$ cat src/rtl/pcpi_scheduler.sv
// PCPI scheduler: decodes picorv32 PCPI requests, dispatches to one of four coprocessors, returns a registered result.
// Optional dispatch statistics (stat_cnt/stat_clr) are built when PCPI_SCHED_STATS_EN is defined.
module pcpi_scheduler #(
  parameter int unsigned TIMEOUT_CYCLES = 64,
  parameter logic [3:0]  SLAVE_EN       = 4'b1111
) (
  input  logic          clk,
  input  logic          resetn,
  input  logic          pcpi_valid,
  input  logic [31:0]   pcpi_insn,
  input  logic [31:0]   pcpi_rs1,
  input  logic [31:0]   pcpi_rs2,
  output logic          pcpi_wr,
  output logic [31:0]   pcpi_rd,
  output logic          pcpi_wait,
  output logic          pcpi_ready,
  output logic [3:0]    slv_valid,
  output logic [31:0]   slv_insn,
  output logic [31:0]   slv_rs1,
  output logic [31:0]   slv_rs2,
  input  logic [3:0]    slv_wr,
  input  logic [127:0]  slv_rd,
  input  logic [3:0]    slv_wait,
  input  logic [3:0]    slv_ready,
  output logic          err_timeout
`ifdef PCPI_SCHED_STATS_EN
  ,
  input  logic          stat_clr,
  output logic [63:0]   stat_cnt
`endif
);

  // state    | meaning
  // IDLE     | waiting for a decodable, enabled request
  // DISPATCH | first cycle of slave request, slave response ignored
  // WAIT     | slave request held, watchdog running
  // RESP     | one-cycle pcpi_ready with latched result
  // DONE     | request served or aborted, waiting for pcpi_valid low
  localparam logic [2:0] S_IDLE     = 3'd0;
  localparam logic [2:0] S_DISPATCH = 3'd1;
  localparam logic [2:0] S_WAIT     = 3'd2;
  localparam logic [2:0] S_RESP     = 3'd3;
  localparam logic [2:0] S_DONE     = 3'd4;

  localparam logic [15:0] WD_LAST = 16'(TIMEOUT_CYCLES - 1);

  logic [2:0]  r_state;
  logic [1:0]  r_sel;
  logic [15:0] r_wd;
  logic        r_wr;
  logic [31:0] r_rd;
  logic [31:0] r_insn;
  logic [31:0] r_rs1;
  logic [31:0] r_rs2;
  logic        r_err;

  logic        w_match;
  logic [1:0]  w_sel;
  logic        w_hit;
  logic        w_req;
  logic        w_sel_ready;
  logic        w_sel_wr;
  logic [31:0] w_sel_rd;
  logic        w_unused_wait;

  always_comb begin
    w_match = 1'b0;
    w_sel   = 2'd0;
    if (pcpi_insn[6:0] == 7'b0110011 && pcpi_insn[31:25] == 7'b0000001) begin
      w_match = 1'b1;
      w_sel   = pcpi_insn[14] ? 2'd1 : 2'd0;
    end else if (pcpi_insn[6:0] == 7'b0001011) begin
      if (pcpi_insn[14:12] == 3'b000) begin
        w_match = 1'b1;
        w_sel   = 2'd2;
      end else if (pcpi_insn[14:12] == 3'b001) begin
        w_match = 1'b1;
        w_sel   = 2'd3;
      end
    end
  end

  assign w_hit       = w_match & SLAVE_EN[w_sel];
  assign w_sel_ready = slv_ready[r_sel];
  assign w_sel_wr    = slv_wr[r_sel];
  assign w_sel_rd    = slv_rd[{r_sel, 5'd0} +: 32];
  // slave wait lines are informational; the scheduler drives pcpi_wait itself
  assign w_unused_wait = ^slv_wait;

  always_ff @(posedge clk or negedge resetn) begin
    if (!resetn) begin
      r_state <= S_IDLE;
      r_sel   <= 2'd0;
      r_wd    <= 16'd0;
      r_wr    <= 1'b0;
      r_rd    <= 32'd0;
      r_insn  <= 32'd0;
      r_rs1   <= 32'd0;
      r_rs2   <= 32'd0;
      r_err   <= 1'b0;
    end else begin
      case (r_state)
        S_IDLE: begin
          if (pcpi_valid && w_hit) begin
            r_state <= S_DISPATCH;
            r_sel   <= w_sel;
            r_insn  <= pcpi_insn;
            r_rs1   <= pcpi_rs1;
            r_rs2   <= pcpi_rs2;
            r_wd    <= 16'd0;
          end
        end
        S_DISPATCH: r_state <= pcpi_valid ? S_WAIT : S_IDLE;
        S_WAIT: begin
          if (r_wd != 16'hFFFF) r_wd <= r_wd + 16'd1;
          // ready takes priority over a same-cycle watchdog expiry
          if (!pcpi_valid) begin
            r_state <= S_IDLE;
          end else if (w_sel_ready) begin
            r_state <= S_RESP;
            r_wr    <= w_sel_wr;
            r_rd    <= w_sel_rd;
          end else if (r_wd == WD_LAST) begin
            r_state <= S_DONE;
            r_err   <= 1'b1;
          end
        end
        S_RESP: r_state <= S_DONE;
        S_DONE: if (!pcpi_valid) r_state <= S_IDLE;
        default: r_state <= S_IDLE;
      endcase
    end
  end

  assign w_req       = (r_state == S_DISPATCH) || (r_state == S_WAIT);
  assign slv_valid   = w_req ? (4'b0001 << r_sel) : 4'b0000;
  assign pcpi_wait   = w_req;
  assign pcpi_ready  = (r_state == S_RESP);
  assign pcpi_wr     = pcpi_ready & r_wr;
  assign pcpi_rd     = r_rd;
  assign slv_insn    = r_insn;
  assign slv_rs1     = r_rs1;
  assign slv_rs2     = r_rs2;
  assign err_timeout = r_err;

`ifdef PCPI_SCHED_STATS_EN
  logic [3:0][15:0] r_stat;

  always_ff @(posedge clk or negedge resetn) begin
    if (!resetn) begin
      r_stat <= '0;
    end else if (stat_clr) begin
      r_stat <= '0;
    end else if (r_state == S_DISPATCH && r_stat[r_sel] != 16'hFFFF) begin
      r_stat[r_sel] <= r_stat[r_sel] + 16'd1;
    end
  end

  assign stat_cnt = r_stat;
`endif

endmodule

$ cat config.mk
export PLATFORM = sky130hd
export DESIGN_NAME = pcpi_scheduler
export DESIGN_NICKNAME = d
export VERILOG_FILES = /design/src/rtl/pcpi_scheduler.sv
export SDC_FILE = /design/constraint.sdc
export NUM_CORES = 1
export LEC_CHECK = 0
export CORE_AREA = 2 2 147 149
export DETAILED_ROUTE_END_ITERATION = 8
export DIE_AREA = 0 0 149 151
export MAX_ROUTING_LAYER = met4
export PLACE_DENSITY_LB_ADDON = 0.12
export REMOVE_ABC_BUFFERS = 1
export SLEW_MARGIN = 25
export SYNTH_ARGS = -nofsm -noshare
export SYNTH_HDL_FRONTEND = slang
export SYNTH_SLANG_ARGS = --single-unit
$ cat constraint.sdc
create_clock -name clk -period 5.6 [get_ports clk]
set_clock_uncertainty 0.1 [all_clocks]
set_input_delay 0.56 -clock clk [delete_from_list [all_inputs] [get_ports clk]]
set_output_delay 0.56 -clock clk [all_outputs]
set_load 0.01 [all_outputs]
Word-level counts from Yosys, hierarchy flattened
Index checks and enable logic that the tools add are counted.
Storage, ports and cells
  input bits: 239
  bits in registers: 151
  latch bits: 0
  ROM bits: 0
  bits in writable memories: 0
  memories kept: 0
  logic and storage cells: 68
  output and inout bits: 136
Cells by class
  mux-type cells: 26
  shift operators: 2
  reductions and logical operators: 11
  bitwise logic cells: 3
  magnitude comparators: 2
  $mul: 0
  div/mod/pow operators: 0
  add/subtract/negate cells: 1
  equality and inequality tests: 14
Operator list (number)
  variable part select 128 x 8 -> 32 bit: 1
  2-to-1 mux 16 bit: 2
  case mux 16 bit (2 select lines): 1
  adder 16 x 1 -> 16 bit (second input constant): 1
  equality test 16 x 6 -> 1 bit (second input constant): 1
  inequality test 16 bit (second input constant): 1
  2-to-1 mux 3 bit: 5
  case mux 3 bit (5 select lines): 1
  2-to-1 mux 2 bit: 5
  AND reduction 3 bit: 3
  2-to-1 mux 1 bit: 8
  equality test 7 x 1 -> 1 bit (second input constant): 1
  equality test 7 x 4 -> 1 bit (second input constant): 1
  equality test 7 x 6 -> 1 bit (second input constant): 1
  binary-select mux 1 bit (select 2 bit): 3
  equality test 3 x 1 -> 1 bit (second input constant): 2
  equality test 3 x 2 -> 1 bit (second input constant): 2
  logical NOT 3 bit: 2
  less-than comparator 2 x 3 -> 1 bit (second input constant): 2
  inequality test 2 bit (second input constant): 3
  2-to-1 mux 4 bit: 1
  inequality test 4 bit (second input constant): 1
  AND reduction 4 bit: 1
  left shift 1 x 2 -> 4 bit (first input constant): 1
  7 further kinds: 9

Depth between registers and ports, before layout
  depth after elaboration: 11
  mapped depth: 7
  depth with buffers taken out: 6

Worst setup path before layout
Ideal clock, no wire load.
  path kind: input-to-reg
  from: in pcpi_insn[6]
  to: reg r_insn[16] (netlist: slv_insn[16])
  required time: 5375 ps
  stages: 6
  data arrival time: 2036 ps
  slack: 3340 ps
  buffers on the path: 2
  library setup time: 125 ps
  cell sequence: nand4bb_1 or4_4 a21oi_2 buf_6 clkbuf_8 mux2_2
Between the ends
  word-level cells in the longest chain between the ends: 8
  elaborated cells between the ends (all ways): 12
  classes of those cells: eq/ne: 2; mux: 6; bitwise: 1; reduce/logical: 3
Ends and longest elaborated chain
  start, declared: line 10  | input logic [31:0] pcpi_insn,
  equality test 7 x 4 -> 1 bit / equality test 7 x 6 -> 1 bit (equally long branches): line 72, 69
  2-to-1 mux 2 bit / logical AND 1 bit (equally long branches): line 72, 69
  2-to-1 mux 2 bit: line 69  | if (pcpi_insn[6:0] == 7'b0110011 && pcpi_insn[31:25] == 7'b0000001) begin
  binary-select mux 1 bit (select 2 bit): line 83  | assign w_hit = w_match & SLAVE_EN[w_sel];
  2-to-1 mux 1 bit (implied by the code): line 83
  AND 1 bit (*): line 83
  logical AND 1 bit (*): line 104  | if (pcpi_valid && w_hit) begin
  AND reduction 2 bit (no line) (*)
  end signal, assigned: line 107  | r_insn <= pcpi_insn;
  end, declared: line 52  | logic [31:0] r_insn;
Every way passes the cells marked *; elsewhere a longest branch is shown, timed or not. The select of a mux whose other input is x is not followed.
A chain may end at the register's enable or synchronous reset.

Worst setup path in the final report
  from: in pcpi_insn[14]
  to: reg r_wd[13]
Between the ends
  word-level cells in the longest chain between the ends: 11
  elaborated cells between the ends (all ways): 17
  classes of those cells: eq/ne: 2; mux: 11; bitwise: 1; reduce/logical: 3
Ends and longest elaborated chain
  equality test 3 x 1 -> 1 bit: line 76  | end else if (pcpi_insn[14:12] == 3'b001) begin
  2-to-1 mux 2 bit: line 76
  2-to-1 mux 2 bit: line 73  | if (pcpi_insn[14:12] == 3'b000) begin
  2-to-1 mux 2 bit: line 72  | end else if (pcpi_insn[6:0] == 7'b0001011) begin
  2-to-1 mux 2 bit: line 69
  binary-select mux 1 bit (select 2 bit): line 83
  2-to-1 mux 1 bit (implied by the code): line 83
  AND 1 bit (*): line 83
  logical AND 1 bit (*): line 104
  inequality test 2 bit (no line) (*)
  AND reduction 3 bit (no line) (*)
  end signal, assigned: line 115  | if (r_wd != 16'hFFFF) r_wd <= r_wd + 16'd1;
  end, declared: line 49  | logic [15:0] r_wd;
Marked as above.

==> flow_summary.yaml <==
status:
  status: "finished, final reports clean"
grt:
  grt_pass1_vias: 6074
  grt_pass1_wl_mm: 33.0
  track_usage: 0.201
  grt_start_max_net_pins: 110
  grt_use_met3: 0.0608
  use_met2: 0.349
  busiest_layer: "met2"
  antenna_found_initial: 0
  grt_use_met1: 0.219
  grt_overflow_total: 0
worst_setup_path:
  rrSetupSlack_ns: 2.91
  path_class: "in2reg"
  r2r_end: "pcpi_rd[25]"
  crit_arrival_ns: 3.46
  worst_r2r_path_depth: 5
  worstPathRequired_ns: 5.79
  worstSetupStartpointType: "input port"
  crit_fanout: 91
  endpoint_kind: "register"
  r2r-start: "r_sel[0]"
placed_design:
  placed_cells: 1095
  hpwlAfterDp_mm: 17.1
  gp_congestion: 0.780
  portBuffers: 370
  placed_area_um2: 10900
sta:
  fmax_ghz: 0.305
  tightestPinTransition_ns: 0.886
  finalHoldViolCount: 0
  fin_crit_sh: 0.585
  setup_violations: 0
  post-route-min-period_ns: 3.27
  relSlewSlack: 0.410
  drv_slew: 0
  rsz0062_at_grt: "false"
  fin_tns_setup_ns: 0
route:
  drc: 0
  ant_nets: 0
  wl_per_cell_um: 19.6
  vias: 5495
  routed_wl_mm: 22.1
  viasPerCell: 4.88
  drt_iter0_drc: 243
  drtPass1Iterations: 4
final_layout:
  diodes: 0
  postLayoutCellArea_um2: 11500
  drive_gt1_frac: 0.243
  instances_no_fill: 1127
  nets: 1079
  syn_to_final_growth_pct: 64.7
power_and_ir_drop:
  pwr-share-comb: 0.151
  ir_drop_mv: 0.207
  power.density_nw_per_um2: 244
  p_int_mw: 2.13
  p_clk_frac: 0.422
  p_leak_nw: 4.96
  power_frac_seq: 0.427
  p_switching_mw: 0.664
  swShare: 0.237
synthesis:
  synth_edf_count: 0
  syn_inst: 474
  yosysSeqAreaShare: 0.543
  synthXorXnorAreaFrac: 0
  synthAdderAreaFrac: 0.00180
  ys_top_cells_by_area: "dfrtp_1, mux2_2, mux4_2"
  synth_area_per_cell_um2: 14.7
  synth_top_cell_by_area: "dfrtp_1"
  ys_ff_latch: 151
  synthArstFlopShare: 1.00
  synth_simple_gate_area_frac: 0.0600
  yosysMostFrequentCell: "dfrtp_1"
  synthMuxAreaShare: 0.318
  synthDistinctLibCells: 48
  netlist_top_cells_count: "dfrtp_1, mux2_2, mux4_2"
  yosys.area.top_type_share: 0.543
  synth_compound_area_frac: 0.0419
  ys.flop_type: "dfrtp_1"
  synth_area_um2: 6960
  synth_top_family_by_area: "multiplexers"
  synth_warnings: 0
clocking:
  postCtsHoldBufs: 0
  cts_tree: "done"
  clock_path_buffers: 2
  insertion_delay_ns: 0.42
  cts-resized-gates: 0
  cts_made_buffers: 17
  htreeDepth: 4
  clkSlewWorstSetupHoldPaths_ns: 0.06
  cts-root-buf: "clkbuf_16"
  postCtsSetupRepairBufs: 0
  clock-sinks: 151
floorplan:
  die_x_um: 149
  ios: 375
  die_h_um: 151
  core_area_um2: 20800
  rows: 53
  start_util: 0.334
  die-area_um2: 22500
worst_hold_path:
  hold_class: "in2async"
flow_run:
  cap_violations: 0
-- how the worst max path moves through the flow --
| stage | from | to | slack [ns] |
|---|---|---|---|
| final | pcpi_insn[14] | r_wd[13] | 2.33 |
| after global routing | pcpi_insn[14] | r_wd[13] | 2.15 |
| after CTS | pcpi_insn[14] | r_wd[13] | 2.41 |
| after detailed placement | pcpi_insn[14] | r_wd[13] | 1.95 |
| after global placement | pcpi_insn[14] | r_wd[5] | 2.03 |
| after floorplan | pcpi_insn[6] | r_wd[5] | 0.89 |
-- per-layer routing --
layer,wire [um],vias up
li1,-,2505
met1,8230,2749
met2,11900,200
met3,1370,41
met4,556,0
met5,0,-
-- placed cells by master (no fill, tap or decap), types with 2 or more instances in the layout --
master and n:
mux4_2 34, clkbuf_16 17, dfrtp_1 150, o21ai_0 10, nand4_1 5, clkdlybuf4s50_1 369
a21o_1 2, and3b_1 2, and3_1 6, mux2i_1 3, nor3_1 6, clkinv_4 2
nor4_1 4, o21a_1 3, inv_1 10, a21oi_1 17, nor3b_1 2, bufinv_16 3
inv_6 4, clkinv_2 3, mux2_2 126, or2_2 3, nand3_1 6, nor2_1 17
a31oi_1 4, a41oi_1 2, or3_1 2, nand2_1 8, clkinvlp_4 2, buf_4 4
nor2b_1 3
-- stage by stage --
stage | hold slack [ns] | setup slack (ns) | utilization | power, mW
global route | 0.218 | 2.15 | 0.551 | 2.92
floorplan | 0.164 | 0.893 | - | 1.34
finish | 0.119 | 2.33 | 0.551 | 2.80
CTS | 0.212 | 2.41 | 0.550 | 2.84
detailed placement | 0.360 | 1.95 | 0.522 | 1.64
global placement | 0.356 | 2.03 | 0.522 | 1.63
-- critical path, cell delays in order --
cell and delay (ns):
clkdlybuf4s50_1 0.48, nor4b_1 0.71, nand3b_1 0.27, a21oi_4 0.45, buf_12 0.43, or2_2 0.35
o21ai_0 0.14
-- power groups by stage --
| stage | Sequential (mW) | Combinational (mW) | Clock [mW] |
|---|---|---|---|
| floorplan | 1.23 | 0.111 | 0 |
| global placement | 1.21 | 0.417 | 0 |
| detailed placement | 1.21 | 0.429 | 0 |
| CTS | 1.19 | 0.430 | 1.22 |
| global route | 1.20 | 0.457 | 1.27 |
| finish | 1.20 | 0.423 | 1.18 |
-- registers in the layout, summed over array words and instances, names as in the netlist --
signal       flops
slv_rs1         32
slv_insn        32
err_timeout      1
r_sel            2
r_wr             1
slv_rs2         32
r_wd            16
r_state          3
pcpi_rd         32
-- kinds of logic after synthesis --
| logic type | Yosys count |
|---|---|
| mux | 163 |
| simple gates | 73 |
| buf+inv | 39 |
| fa+ha+maj | 1 |
| flops | 151 |
| compound gates | 47 |
-- cell type report --
| cell class | instances | area (um^2) |
|---|---|---|
| fill | 1797 | 9360 |
| tap | 275 | 344 |
| sequential | 151 | 3780 |
| clock buffer | 18 | 429 |
| inverter | 10 | 37.5 |
| multi-input combinational | 284 | 2940 |
| timing repair buffer | 375 | 3760 |
| clock inverter | 14 | 173 |
Note: power is estimated with default switching activity, not from simulation.
